<file path="src/rtl/wb_fifo_buf.sv">
// Show-ahead single-clock FIFO buffering the FIFO-access Wishbone peripheral.
// Define WB_FIFO_BUF_THRESH_EN to add the almost_full/almost_empty outputs.
module wb_fifo_buf #(
    parameter int unsigned DATA_W = 32,
    parameter int unsigned ADDR_W = 4
`ifdef WB_FIFO_BUF_THRESH_EN
    ,
    parameter int unsigned AF_LEVEL = 12,
    parameter int unsigned AE_LEVEL = 2
`endif
) (
    input  logic              wb_clk,
    input  logic              wb_reset,
    input  logic              fifo_rst,
    input  logic              wr,
    input  logic [DATA_W-1:0] d,
    output logic              wrfull,
    input  logic              rd,
    output logic [DATA_W-1:0] q,
    output logic              rdempty,
    output logic [ADDR_W:0]   usedw,
    output logic              ovf,
    output logic              unf
`ifdef WB_FIFO_BUF_THRESH_EN
    ,
    output logic              almost_full,
    output logic              almost_empty
`endif
);

    localparam int unsigned DEPTH = 2 ** ADDR_W;
    localparam logic [ADDR_W:0] FULL_CNT = (ADDR_W + 1)'(DEPTH);

    logic [DATA_W-1:0] mem [DEPTH];
    logic [ADDR_W-1:0] wr_ptr;
    logic [ADDR_W-1:0] rd_ptr;
    logic [ADDR_W:0]   count;
    logic              clr;
    logic              wr_acc;
    logic              rd_acc;

    assign clr     = wb_reset | fifo_rst;
    assign wrfull  = (count == FULL_CNT);
    assign rdempty = (count == '0);
    assign usedw   = count;
    assign rd_acc  = rd & ~rdempty;
    // A pop in the same cycle frees the slot, so a write while full still lands.
    assign wr_acc  = wr & (~wrfull | rd_acc);
    assign q       = mem[rd_ptr];

`ifdef WB_FIFO_BUF_THRESH_EN
    localparam logic [ADDR_W:0] AF_CNT = (ADDR_W + 1)'(AF_LEVEL);
    localparam logic [ADDR_W:0] AE_CNT = (ADDR_W + 1)'(AE_LEVEL);

    assign almost_full  = (count >= AF_CNT);
    assign almost_empty = (count <= AE_CNT);
`endif

    // Storage is never cleared; a clear cycle only discards the write.
    always_ff @(posedge wb_clk) begin
        if (wr_acc && !clr) begin
            mem[wr_ptr] <= d;
        end
    end

    always_ff @(posedge wb_clk) begin
        if (clr) begin
            wr_ptr <= '0;
            rd_ptr <= '0;
            count  <= '0;
            ovf    <= 1'b0;
            unf    <= 1'b0;
        end else begin
            if (wr_acc) begin
                wr_ptr <= wr_ptr + ADDR_W'(1);
            end
            if (rd_acc) begin
                rd_ptr <= rd_ptr + ADDR_W'(1);
            end
            case ({wr_acc, rd_acc})
                2'b10:   count <= count + (ADDR_W + 1)'(1);
                2'b01:   count <= count - (ADDR_W + 1)'(1);
                default: count <= count;
            endcase
            if (wr && wrfull && !rd_acc) begin
                ovf <= 1'b1;
            end
            if (rd && rdempty) begin
                unf <= 1'b1;
            end
        end
    end

endmodule

</file>
<file path="config.mk">
export PLATFORM = sky130hd
export DESIGN_NAME = wb_fifo_buf
export DESIGN_NICKNAME = d
export VERILOG_FILES = /design/src/rtl/wb_fifo_buf.sv
export SDC_FILE = /design/constraint.sdc
export NUM_CORES = 1
export LEC_CHECK = 0
export ABC_CLOCK_PERIOD_IN_PS = 2800
export BUFFER_PORTS_ARGS = -buffer_cell sky130_fd_sc_hd__buf_4
export CAP_MARGIN = 5
export CORE_ASPECT_RATIO = 1.5
export CORE_MARGIN = 1.5
export CORE_UTILIZATION = 53
export CTS_BUF_LIST = sky130_fd_sc_hd__clkbuf_8
export DETAILED_ROUTE_END_ITERATION = 7
export GPL_TIMING_DRIVEN = 0
export PLACE_DENSITY = 0.75
export SLEW_MARGIN = 20
export SYNTH_ARGS = -nofsm -noshare
export SYNTH_HDL_FRONTEND = slang
export SYNTH_SLANG_ARGS = --single-unit
</file>
<file path="constraint.sdc">
create_clock -name wb_clk -period 2.8 [get_ports wb_clk]
set_input_delay 0.28 -clock wb_clk [delete_from_list [all_inputs] [get_ports wb_clk]]
set_output_delay 0.28 -clock wb_clk [all_outputs]
set_load 0.05 [all_outputs]
</file>
# --- Word level (Yosys, flattened, before mapping) ---
# Memories as Yosys holds them, arrays and structs flattened. A register that Yosys moved wholly into a read port is not among the register bits.
# Index checks and enable logic that the tools add are counted.
totals:
  register_bits: 15
  ramBits: 512
  input_bits: 37
  output_inout_bits: 41
  elab_cells: 32
  n_memories: 1
classes:
  n_addsub: 4
  n_eq_ne: 3
  n_mux: 5
  bitwise: 6
  n_reduce_logical: 8
memory_table:
  columns: ["name", "depth", "width", "rd", "rd_ports_with_merged_regs", "wr", "line", "source"]
  rows:
  - ["mem", 16, 32, 1, 1, 1, "34", "logic [DATA_W-1:0] mem [DEPTH];"]
op_table:
  columns: ["cell", "count"]
  rows:
  - ["case mux 5 bit (2 select lines)", 1]
  - ["adder 4 x 1 -> 4 bit, second input constant", 2]
  - ["two-way mux 4 bit", 2]
  - ["adder 5 x 1 -> 5 bit, second input constant", 1]
  - ["equality test 5 bit, second input constant", 1]
  - ["logical NOT 5 bit", 1]
  - ["subtractor 5 x 1 -> 5 bit, second input constant", 1]
  - ["logical AND 1 bit", 4]
  - ["AND 1 bit", 2]
  - ["equality test 2 x 1 -> 1 bit, second input constant", 1]
  - ["equality test 2 bit, second input constant", 1]
  - ["logical NOT 1 bit", 2]
  - ["two-way mux 1 bit", 2]
  - ["NOT 1 bit", 2]
  - ["bitwise OR 1 bit", 2]
  - ["nonzero test 2 bit", 1]

# --- Depth between registers and ports, before layout ---
logic_depth:
  depth_word: 8
  ltp_mapped: 11
  mapped_depth_nobuf: 9

# --- Worst setup path after synthesis ---
# OpenSTA, ideal clock, no wires.
synth_path:
  path_kind: "register to register"
  from: "register count[1] (netlist: usedw[1])"
  to: "memory mem[7][0] (enable)"
  setup_ns: 0.421
  arrival_time_ns: 3.066
  required_time_ns: 2.379
  path_slack_ns: -0.687
  path_stages_with_launch: 6
  n_path_buf: 1
  synth_period_minus_slack_ns: 3.487
  path_cell_list: "dfxtp_1 buf_2 nor4_4 a31oi_1 nand2_1 nor2_1"
synth_via:
  elab_chain_len: 8
  word_cells_on_any_way: 10
  classes_between: "eq/ne (1); mux (2); bitwise (5); reduce/logical (2)"
synth_lines:
  columns: ["element", "line", "source"]
  rows:
  - ["start, declared", "37", "logic [ADDR_W:0] count;"]
  - ["start signal, assigned", "81", "2'b10: count <= count + (ADDR_W + 1)'(1);"]
  - ["start signal, assigned", "82", "2'b01: count <= count - (ADDR_W + 1)'(1);"]
  - ["start signal, assigned", "83", "default: count <= count;"]
  - ["logical NOT 5 bit", "44", "assign rdempty = (count == '0);"]
  - ["NOT 1 bit", "46", "assign rd_acc = rd & ~rdempty;"]
  - ["AND 1 bit", "46", null]
  - ["bitwise OR 1 bit *", "48", "assign wr_acc = wr & (~wrfull | rd_acc);"]
  - ["AND 1 bit *", "48", null]
  - ["logical AND 1 bit *", "61", "if (wr_acc && !clr) begin"]
  - ["two-way mux 1 bit *", "61", null]
  - ["two-way mux 1 bit (not written as such) *", "62", "mem[wr_ptr] <= d;"]
  - ["end, declared", "34", null]
# Every way passes the cells marked *; elsewhere a longest branch is shown, timed or not.

==> summary.md <==
| Metric | Value |
|---|---|
| Non-Filler Instances | `between 1.5k and 2k` |
| Total gr overflow | `0` |
| I/O Buffers | `77` |
| Syn_area_per_cell | `24.2 µm²` |
| CP Max Fanout | `10` |
| Util after Layout | `0.654` |
| Fillcell total | `2,236` |
| # clock sinks | `531` |
| Synth unique cells | `35` |
| Clock Latency Late Sink | `~0.62 ns` |
| Share of post-route cells with drive strength above 1 | `0.379` |
| Top post-synthesis cells by area | `edfxtp_1 76%, mux4_2 18%, dfxtp_1 1.9%` |
| Final wirelength | `between 40,000 and 50,000 µm` |
| Core box area | `37,600 µm²` |
| Tot GR Track Use | `0.230` |
| Worst hold path class | `in2reg` |
| Synthesized-area fraction occupied by and/or/nand/nor cells | `0.0142` |
| Finish-stage setup viols | `32` |
| Worst setup margin | `-0.171 ns` |
| Worst Clk Skew | `0.0179 ns` |
| Failing checks | `setup timing` |
| Most common cell after layout, fill and taps aside | `edfxtp_1` |
| Asr flop ratio synth | `0` |
| DRT antenna net count | `0` |
| Die area | `39,200 µm²` |
| Crit-path most repeated cell | `mux4_2` |
| Num ports | `78` |
| Worst vdd ir | `431 µV` |
| Largest net degree at the start of global routing | `21` |
| Setup CP Type | `reg2out` |
| Max-slew violations | `0` |
| Vias | `9,697` |
| Worst path slowest cell | `mux4_2` |
| Top-area cell type share of the netlist area | `0.763` |
| Iteration-0 DRC count of the detailed router | `about 830` |
| Nets | `1,113` |
| Min-delay src | `fifo_rst` |
| Die Span Y | `242 µm` |
| # rows | `87` |
| Placed cell count | `1,425` |
| RSZ-0062 raised after global routing | `true` |
| Maximum buffer depth of the clock tree | `3` |
| Post-DP HPWL | `between 20,000 and 30,000 µm` |
| Adder-cell share of the synthesized area | `0.00435` |
| Most frequent cells in the layout | `512 x edfxtp_1, 160 x mux4_2, 81 x clkbuf_8` |
| H-Tree Depth | `3` |
| Post-route cell area | `24,600 µm²` |
| Clock Tree Root | `clkbuf_8` |
| Final period util | `1.06` |
| Max Cap Violations | `0` |
| Outcome | `finished with violations` |
| Chip Width | `162 µm` |
| Routability Congestion | `0.740` |
| Syn-to-layout area delta | `22.0%` |
| First-pass GRT wire length | `64,100 µm` |
| Synth Cell Area | `slightly above 20,000 µm²` |
| CTS tree | `built` |
| Reg clk slew, reported paths | `0.07 ns` |
| Rel. slew slack | `0.384` |
| CP delay by family, top | `multiplexers` |
| Leading area contributor after synthesis | `edfxtp_1` |
| Buffers & Inverters on Critical Path | `3` |
| Mapped Nets | `878` |
| Placed cell area | `22,100 µm²` |
| Starting Density | `0.536` |
| CP Data Arrival Time | `around 2.7 ns` |
| Reg2reg start | `usedw[2]$_SDFFE_PP0P_` |
| EDFF count, synth | `512` |
| Post-synthesis xor/xnor area fraction | `0.00435` |
| Syn Inst Count | `834` |
| DRC | `0` |
| Crit path time final | `2.97 ns` |
| TritonRoute pass-1 iters | `5` |
| Num CTS Buffers | `72` |
| Cell Chain, Critical Path | `clkbuf_16 > buf_12 > mux4_2 > mux4_2 > buf_6` |
| CP max stage delay | `0.57 ns` |
| Final Hold Vio Count | `0` |
| Achievable frequency | `0.337 GHz` |
| Hold_ws | `0.0608 ns` |
| Worst-Margin Slew | `0.925 ns` |
| Compound-Gate Fraction of Synth Area | `0.00522` |
| Startpoint types | `flop` |
| Initial antenna violation count | `1` |
| P_leak | `0.00776 µW` |
| Ys flop type | `edfxtp_1` |
| Routed length per placed instance | `27.3 µm` |
| Critical path capture point type | `primary output` |
| YS warnings | `0` |
| Critical Path RT | `2.52 ns` |
| Power Dens Cells | `598 nW/µm²` |
| Multiplexer share of the synthesized area | `0.180` |
| Vias per cell | `6.01` |
| #FFs+latches synth | `roughly 530` |
| Main combinational cell family by area after synthesis | `multiplexers` |
| Sequential area share after synthesis | `0.782` |
| Number of global-route vias before repair | `a little over 10k` |
## final cells by class
| type | count | area, µm² | area share |
|---|---|---|---|
| tap | 489 | 612 | 0.0249 |
| antenna | 1 | 2.50 | 0.000102 |
| clock buffer | 74 | 1020 | 0.0414 |
| sequential | 531 | 15800 | 0.641 |
| inverter | 6 | 22.5 | 0.000917 |
| buffer | 40 | 527 | 0.0214 |
| clock inverter | 55 | 231 | 0.00942 |
| multi-input combinational | 256 | 4340 | 0.177 |
| timing repair buffer | 162 | 2060 | 0.0838 |
## registers in the layout (all words and copies together), names as in the netlist, named ones only
signal and flops:
rd_ptr 4, unf 1, ovf 1, mem 512, wr_ptr 4, usedw 5
## worst paths after layout
kind | depth (start not counted) | slack, ns | end
max | 5 | -0.17 | q[0]
min reg2reg | 2 | 0.45 | ovf$_SDFFE_PP0P_
min | 4 | 0.06 | usedw[1]$_SDFFE_PP0P_
max reg2reg | 12 | 0.16 | usedw[4]$_SDFFE_PP0P_
## synth_stat cells (3+ instances only)
library cell and n:
clkbuf_1 24, o21ai_0 3, inv_1 6, nor2_1 35, ha_1 7, xor2_1 5, mux4_2 160, a21oi_1 5
buf_2 15, nand3_1 3, xnor2_1 5, dfxtp_1 19, edfxtp_1 512, nand2_1 8
## cells by family (layout without fill, tap and decap cells)
family	count (synthesis)	after routing
AO/OA/AOI/OAI	16	16
other	0	1
AND/OR/NAND/NOR	61	61
adder cells (fa/ha/maj)	7	7
multiplexers	162	162
buffers and inverters	47	337
flip-flops	531	531
XOR/XNOR	10	10
## metrics by stage
step                setup TNS [ns]  setup slack [ns]  total power (µW)
detailed placement          -17.24            -0.284              9540
global placement           -415.67             -1.02              9510
CTS                          -3.80            -0.162             14700
finish                       -3.24            -0.171             14700
floorplan                   -89.34            -0.228              9280
global route                 -5.13            -0.228             15200
## repair_timing
item                                    in CTS  in global routing
hold buffers                                36                  0
setup buffers                               14                  7
pin swaps                                   11                  8
endpoints found under the hold margin      515                  0
resized for setup                          101                 39
cloned                                       1                  2
endpoints found under the setup margin     203                160
## report_power, final
group / internal, µW / switching, µW
clock: 2460 / 2730
combinational: 345 / 419
sequential: 8720 / 15.3
total: 11500 / 3170
## worst register-to-register path: stages, from the launching register on
cell      delay (ns)
dfxtp_1         0.31
buf_2           0.17
nor4_4          0.42
buf_4           0.19
and2_0          0.12
buf_2           0.16
nor2_1          0.06
ha_1            0.34
o211ai_1        0.17
nor3_1          0.10
a311oi_2        0.28
xnor2_1         0.15
nor2_1          0.06
## routing by layer
metal / track usage / up-vias / part of all wire / wire, µm
li1: - / 4052 / - / -
met1: 0.293 / 5120 / 0.37 / 16200
met2: 0.390 / 447 / 0.53 / 23600
met3: 0.0494 / 78 / 0.072 / 3160
met4: 0.0869 / 0 / 0.026 / 1160
met5: 0 / - / 0 / 0
Power figures use the tool's default switching activity.
